`config.mk`:
```
export PLATFORM = sky130hd
export DESIGN_NAME = if_stage
export DESIGN_NICKNAME = d
export VERILOG_FILES = /design/src/rtl/if_stage.sv
export SDC_FILE = /design/constraint.sdc
export NUM_CORES = 1
export LEC_CHECK = 0
export BUFFER_PORTS_ARGS = -buffer_cell sky130_fd_sc_hd__buf_4
export CAP_MARGIN = 30
export CORE_MARGIN = 2
export CORE_UTILIZATION = 58
export DETAILED_ROUTE_END_ITERATION = 16
export GPL_ROUTABILITY_DRIVEN = 0
export PLACE_DENSITY = 0.87
export SYNTH_ARGS = -nofsm -noshare
export SYNTH_HDL_FRONTEND = slang
export SYNTH_SLANG_ARGS = --single-unit
```
`constraint.sdc`:
```
create_clock -name clk -period 5.8 [get_ports clk]
set_clock_uncertainty 0.2 [all_clocks]
set_input_delay 0.87 -clock clk [delete_from_list [all_inputs] [get_ports clk]]
set_output_delay 0.87 -clock clk [all_outputs]
set_load 0.005 [all_outputs]
```
`src/rtl/if_stage.sv`:
```
// Instruction-fetch stage: PC register, next-PC selection (jump > branch > stall > sequential)
// and the IF/ID pipeline register with one-bubble flush on redirect.
module if_stage #(
  parameter logic [31:0] RESET_PC = 32'h0000_0000
) (
  input  logic        clk,
  input  logic        rst_n,
  input  logic        stall,
  input  logic        branch_taken,
  input  logic [15:0] branch_offset,
  input  logic        jump,
  input  logic [25:0] jump_target,
  output logic [31:0] inst_addr,
  input  logic [31:0] inst_in,
  output logic [31:0] ifid_inst,
  output logic [31:0] ifid_pc4,
  output logic        ifid_valid
);

  typedef enum logic [1:0] {
    SEL_SEQ,
    SEL_HOLD,
    SEL_BRANCH,
    SEL_JUMP
  } pc_sel_e;

  pc_sel_e     pc_sel;
  logic [31:0] pc_q, pc_d, pc4;
  logic [31:0] br_target, j_target;
  logic [31:0] ifid_inst_q, ifid_inst_d;
  logic [31:0] ifid_pc4_q, ifid_pc4_d;
  logic        ifid_valid_q, ifid_valid_d;

  assign pc4       = pc_q + 32'd4;
  assign br_target = ifid_pc4_q + {{14{branch_offset[15]}}, branch_offset, 2'b00};
  assign j_target  = {ifid_pc4_q[31:28], jump_target, 2'b00};

  // Redirects come from the instruction in ID, so a bubble there can never redirect.
  always_comb begin
    pc_sel = SEL_SEQ;
    if (jump && ifid_valid_q) begin
      pc_sel = SEL_JUMP;
    end else if (branch_taken && ifid_valid_q) begin
      pc_sel = SEL_BRANCH;
    end else if (stall) begin
      pc_sel = SEL_HOLD;
    end
  end

  always_comb begin
    pc_d         = pc4;
    ifid_inst_d  = inst_in;
    ifid_pc4_d   = pc4;
    ifid_valid_d = 1'b1;
    unique case (pc_sel)
      SEL_JUMP: begin
        pc_d         = j_target;
        ifid_inst_d  = '0;
        ifid_pc4_d   = ifid_pc4_q;
        ifid_valid_d = 1'b0;
      end
      SEL_BRANCH: begin
        pc_d         = br_target;
        ifid_inst_d  = '0;
        ifid_pc4_d   = ifid_pc4_q;
        ifid_valid_d = 1'b0;
      end
      SEL_HOLD: begin
        pc_d         = pc_q;
        ifid_inst_d  = ifid_inst_q;
        ifid_pc4_d   = ifid_pc4_q;
        ifid_valid_d = ifid_valid_q;
      end
      default: ;
    endcase
  end

  always_ff @(posedge clk or negedge rst_n) begin
    if (!rst_n) begin
      pc_q         <= {RESET_PC[31:2], 2'b00};
      ifid_inst_q  <= '0;
      ifid_pc4_q   <= '0;
      ifid_valid_q <= 1'b0;
    end else begin
      pc_q         <= pc_d;
      ifid_inst_q  <= ifid_inst_d;
      ifid_pc4_q   <= ifid_pc4_d;
      ifid_valid_q <= ifid_valid_d;
    end
  end

  assign inst_addr  = pc_q;
  assign ifid_inst  = ifid_inst_q;
  assign ifid_pc4   = ifid_pc4_q;
  assign ifid_valid = ifid_valid_q;

endmodule

```
==> qor.yml, run 1 <==
clock_latency_ps: 350
period_needed_ps: 3450
rsz0062_at_grt: "no"
worst_slack_ps: 2350
vias: 6606
drc: 0
start_util: 0.597
seq_area_frac_synth: 0.372
cpPeakStageDelay_ps: 560
relSlewSlack: 0.427
routed_wl_mm: 20.1
synth.ff_latch_count: 97
hold_buffers: 0
critPathKind: "in -> reg"
core_sq_mm: 0.0109
htree_levels: 3
yosys_warnings: 0
outcome: "completed"
drv_slew: 0
avgSynthCellArea_sq_um: 8.60
fmax_mhz: 290
synth_edf_count: 0
cts_setup_buffers: 0
synth_compound_area_frac: 0.179
synthSimpleGateAreaFrac: 0.198
vias_per_cell: 6.26
overflow: 0
cp.arrival_ps: 3490
netlist_top_cells_area: "dfrtp_1 (37%), ha_1 (5.7%), nand2_1 (5.6%)"
netlist_area_sq_mm: 0.00653
clk_pin_slew_ps: 70
cts_tree: "yes"
critPathMaxFanout: 6
pre_cts_slack_ps: 2040
die_area_sq_mm: 0.0121
wl_per_cell_microns: 19.0
synth_flop_cell: "dfrtp_1"
synthArstFlopShare: 1.00
clockBufferDepth: 2
synth_top_family_by_area: "simple AND/OR/NAND/NOR gates"
synth_fp_nets: 869
cts_resized: 0
finalHoldViolCount: 0
fin_nets: 1022
cts_sinks: 97
synth.area.mux_share: 0.0537
antenna_found_initial: 0
p_leak_nw: 3.88
synth_top_area_cell: "dfrtp_1"
grt_use_total: 0.343
die-height_microns: 110
hpwl_mm: 14.8
die_x_microns: 110
yosysTopAreaCellShare: 0.372
cp_cell_sequence: "buf_4 -> ha_1 -> inv_1 -> fa_1 -> nor2b_1 -> o2111ai_1 -> a2111oi_2 -> nor3b_1 -> o211ai_1 -> o221ai_1 -> a221o_1"
drive_gt1_frac: 0.227
area_delta_synth_final_pct: 24.8
dr.pass1.iters: 5
ir_worst_vdd_uv: 294
finalSetupViolations: 0
min_path_type: "in -> async"
maxCapViolations: 0
end_kind: "flop"
row_count: 38
p_per_area_mw_per_mm2: 476
drtAntennaViolNets: 0
grt_max_degree: 57
ctsRootBufferMaster: "clkbuf_16"
tightest_slew_ps: 860
fin_crit_sh: 0.595
yosys.area_share.xor_xnor: 0.0912
synth_fa_ha_area_frac: 0.0605
grt_pass1_vias: 6617
io_buffers: 175
cp-start-kind: "input port"
setup_tns_ps: 0
grt_pass1_wl_mm: 32.2
n_antenna_cell: 0
required_ps: 5840
drt_iter0_drc: 474
pin_count: 176
cts_buffers: 9
synthCells: 759
critPathSlowestCell: "a2111oi_2"
ys_types: 60
-- worst max-delay path: cells and delay by family --
kind            cells  cell delay, ps
compound gates      5            1490
fa+ha+maj           2             580
buf+inv             2             140
simple gates        2             410
-- metrics by stage --
step                instance area [sq um]  power, mW   util  hold WS, ps  std cells
floorplan                            6530       2.46      -          262        759
global route                         8150       4.15  0.745          359       1056
detailed placement                   7850       3.26  0.718          315       1040
CTS                                  8120       3.84  0.743          331       1055
finish                               8150       3.88  0.745          312       1056
global placement                     7830       3.17  0.716          293       1039
-- state kept, by name, indices dropped and copies added (netlist names) --
| register | flops |
|---|---|
| ifid_pc4 | 32 |
| ifid_valid | 1 |
| inst_addr | 32 |
| ifid_inst | 32 |
-- metal layers --
metal,part of all wire,up-vias,track usage
li1,-,3016,-
met1,0.38,3093,0.413
met2,0.48,412,0.568
met3,0.098,85,0.0788
met4,0.041,0,0.190
met5,0,-,0
-- layout by cell type, fill, tap and decap left out, types with 5 or more instances in the layout --
cell type	Yosys	layout
a21o_1	8	8
o21a_1	10	10
ha_1	30	30
nor3_1	21	21
xor2_1	36	36
o221ai_1	5	5
o2111ai_1	5	5
nor2_1	93	93
dfrtp_1	97	97
nand3_1	30	30
o211ai_1	6	6
nand4_1	16	16
a21oi_1	37	37
buf_4	3	182
a22oi_1	11	11
nand2_1	98	98
and3_1	5	5
mux2i_1	35	35
o21ai_0	55	55
xnor2_1	32	32
clkbuf_16	0	9
o22ai_1	7	7
inv_1	17	17
a221o_1	6	6
-- Yosys cell counts, types with 4 or more instances --
cell type	n
a21o_1	8
a21oi_1	37
a221o_1	6
a221oi_1	4
a22oi_1	11
a31oi_1	4
and3_1	5
clkbuf_1	31
clkbuf_8	5
dfrtp_1	97
ha_1	30
inv_1	17
mux2i_1	35
nand2_1	98
nand3_1	30
nand4_1	16
nor2_1	93
nor3_1	21
o2111ai_1	5
o211ai_1	6
o21a_1	10
o21ai_0	55
o221ai_1	5
o22ai_1	7
or3_1	4
xnor2_1	32
xor2_1	36
-- report_power, final --
part / internal, mW / switching (mW) / leakage [nW]
Combinational: 0.947 / 1.09 / 2.52
Sequential: 0.916 / 0.354 / 1.23
Clock: 0.302 / 0.273 / 0.132
-- logic make-up after synthesis --
kind of cell             after synthesis
AND/OR/NAND/NOR                      289
AO/OA/AOI/OAI                        180
flip-flops                            97
XOR/XNOR                              68
buffers and inverters                 59
multiplexers                          35
adder cells (fa/ha/maj)               31
-- area by class of cell --
| type | count | area (sq um) |
|---|---|---|
| clock buffers | 11 | 243 |
| clock inverters | 4 | 30.0 |
| fillers | 803 | 2790 |
| inverters | 17 | 63.8 |
| multi-input cells | 603 | 3800 |
| flip-flops and latches | 97 | 2430 |
| well taps | 140 | 175 |
| repair buffers | 184 | 1410 |
-- worst paths after layout --
check	end	cells past startpoint	startpoint	slack (ps)
min in group clk	ifid_pc4[25]	2	ifid_pc4[25]	330
setup / recovery	inst_addr[26]	11	branch_offset[0]	2350
setup reg to reg	inst_addr[26]	10	ifid_pc4[2]	2560
hold reg to reg	ifid_pc4[25]	2	ifid_pc4[25]	330
max in group asynchronous	inst_addr[28]	2	rst_n	3960
hold / removal	inst_addr[14]	1	rst_n	310
Note: power is estimated with default switching activity, not from simulation.
==> run 2: changes to the inputs <==
--- a/config.mk
+++ b/config.mk
@@ -8,10 +8,10 @@
 export BUFFER_PORTS_ARGS = -buffer_cell sky130_fd_sc_hd__buf_4
 export CAP_MARGIN = 30
 export CORE_MARGIN = 2
-export CORE_UTILIZATION = 58
+export CORE_UTILIZATION = 49
 export DETAILED_ROUTE_END_ITERATION = 16
 export GPL_ROUTABILITY_DRIVEN = 0
-export PLACE_DENSITY = 0.87
+export PLACE_DENSITY = 0.78
 export SYNTH_ARGS = -nofsm -noshare
 export SYNTH_HDL_FRONTEND = slang
 export SYNTH_SLANG_ARGS = --single-unit
==> constraint.sdc (replaced) <==
create_clock -name clk -period 2.8 [get_ports clk]
set_clock_uncertainty 0.2 [all_clocks]
set_input_delay 0.42 -clock clk [delete_from_list [all_inputs] [get_ports clk]]
set_output_delay 0.42 -clock clk [all_outputs]
set_load 0.005 [all_outputs]
==> run 2 against run 1 <==
  * Register-to-register slack lost 2600 ps
  * Sequential power grew 94%
  * Worst hold slack lost 230 ps
  * Combinational power grew 150%
  * First-iteration DRC count grew 47%
  * Sequential share of layout area shrank 1.9 points
  * The run now ends with setup timing left
  * Count of clock-buffer cells in the layout shrank 1
==> qor.yml, run 2 (synthesis results as in run 1) <==
outcome: "complete, but fails checks"
violations: "setup timing"
finalSetupViolations: 1  # +1
cts_buffers: 9  # unchanged
nFillCells: 1137  # +42%
holdWs_ps: 83.4  # -228 ps
drc: 0  # unchanged
fin_nets: 1074  # +5.1%
worst_slack_ps: -1.89  # -2350 ps
cts_sinks: 97  # unchanged
clockBufferDepth: 2  # unchanged
clock_latency_ps: 360  # about the same
finalNonFillerCells: 1145  # +8.4%
cp-start-kind: "flop"
seqPwrFrac: 0.283  # -0.044
clk_pin_slew_ps: 70  # about the same
grt_pass1_wl_mm: 33.4  # +3.6%
p_comb_frac: 0.571  # +0.046
vias_per_cell: 5.78  # -7.6%
core_sq_mm: 0.0131  # +20%
setup_tns_ps: -1.89  # -1.89 ps
drtAntennaViolNets: 0  # unchanged
sw_frac_of_total: 0.429  # -0.0136
p_per_area_mw_per_mm2: 1000  # +110%
grt_use_total: 0.296  # -0.0477
fmax_mhz: 357
pre_cts_slack_ps: -282  # -2320 ps
required_ps: 2840  # -3000 ps
cp.arrival_ps: 2840  # -650 ps
grt_max_degree: 39  # -32%
row_count: 42  # +11%
pin_count: 176  # unchanged
dp_cells: 1125  # +8.2%
die-height_microns: 119  # +8.5%
clkPwrFrac: 0.146  # -0.002
start_util: 0.497  # -0.100
tightest_slew_ps: 938  # +77.5 ps
rsz0062_at_grt: "yes"
die_x_microns: 119  # +8.5%
area_delta_synth_final_pct: 33.5
drive_gt1_frac: 0.282  # +0.0547
wl_per_cell_microns: 18.2  # -4.4%
p_switching_mw: 3.75  # +120%
drt_iter0_drc: 698  # +47%
layout_common_cells: "buf_4 (231), nand2_1 (97), dfrtp_1 (97)"
ir_worst_vdd_uv: 370  # +26%
final_common_cell: "buf_4"
io_buffers: 175  # unchanged
critPathMaxFanout: 3  # -3
period_needed_ps: 2800
grt_pass1_vias: 6430  # -2.8%
drv_slew: 0  # unchanged
critPathKind: "reg -> reg"
finalHoldViolCount: 0  # unchanged
routed_wl_mm: 20.8  # +3.7%
maxCapViolations: 0  # unchanged
n_antenna_cell: 0  # unchanged
finish.utilization: 0.663  # -0.0818
vias: 6619  # +0.20%
hpwl_mm: 15.7  # +6.1%
power_mw: 8.75  # +130%
overflow: 0  # unchanged
ctsRootBufferMaster: "clkbuf_16"
p_int_mw: 5.00  # +130%
min_path_type: "in -> reg"
place_area_sq_mm: 0.00832  # +6.0%
cts_tree: "yes"
antenna_found_initial: 0  # unchanged
p_leak_nw: 4.15  # +7.2%
post-route-cell-area_sq_mm: 0.00872  # +7.0%
fin_crit_sh: 1.00
end_kind: "flop"
die_area_sq_mm: 0.0143  # +18%
relSlewSlack: 0.375  # -0.0517
dr.pass1.iters: 5  # unchanged
htree_levels: 3  # unchanged
-- run 2: timing repair --
item,CTS,global route
hold endpoints to repair,36,0
resized for setup,8,7
setup endpoints to repair,5,14
pin swaps,3,8
buffers inserted,2,2
hold buffers,1,0
-- run 2: path summary, 6_finish.rpt --
kind	startpoint	endpoint	slack [ps]	cells past startpoint
max in group asynchronous	rst_n	ifid_inst[25]	1230	3
worst max-delay path	ifid_pc4[2]	inst_addr[26]	-2	10
worst min register to register	inst_addr[0]	ifid_pc4[0]	310	2
min in group asynchronous	rst_n	inst_addr[31]	400	2
worst max register to register	ifid_pc4[2]	inst_addr[26]	-2	10
worst min-delay path	jump_target[2]	inst_addr[4]	80	3
-- run 2: critical path: stages, from the launching register on --
cell and delay, ps:
dfrtp_1 360, ha_2 200, inv_2 40, fa_2 360, nor2b_4 160, o2111ai_4 130
a2111oi_4 420, nor3b_2 110, o211ai_1 240, o221ai_1 150, a221o_1 310
-- run 2: cell type report --
class	count	area (sq um)	area share
Multi-Input combinational cell	603	3890	0.447
Sequential cell	97	2430	0.278
Timing Repair Buffer	236	1820	0.208
Clock inverter	6	67.6	0.00775
Inverter	17	63.8	0.00732
Clock buffer	10	229	0.0263
Tap cell	176	220	0.0253
-- run 2: routing by layer --
metal	vias to the layer above	part of all wire	global-route usage
li1	3126	-	-
met1	3095	0.42	0.394
met2	362	0.46	0.477
met3	36	0.10	0.0680
met4	0	0.019	0.0949
met5	-	0	0
-- run 2: power groups by stage --
stage	registers [mW]	logic (mW)	clock network (mW)
3_5_place_dp	2.47	4.78	0
6_report	2.47	4.99	1.28
2_1_floorplan	2.43	2.68	0
3_3_place_gp	2.47	4.70	0
5_1_grt	2.54	5.46	1.35
4_1_cts	2.46	4.89	1.28
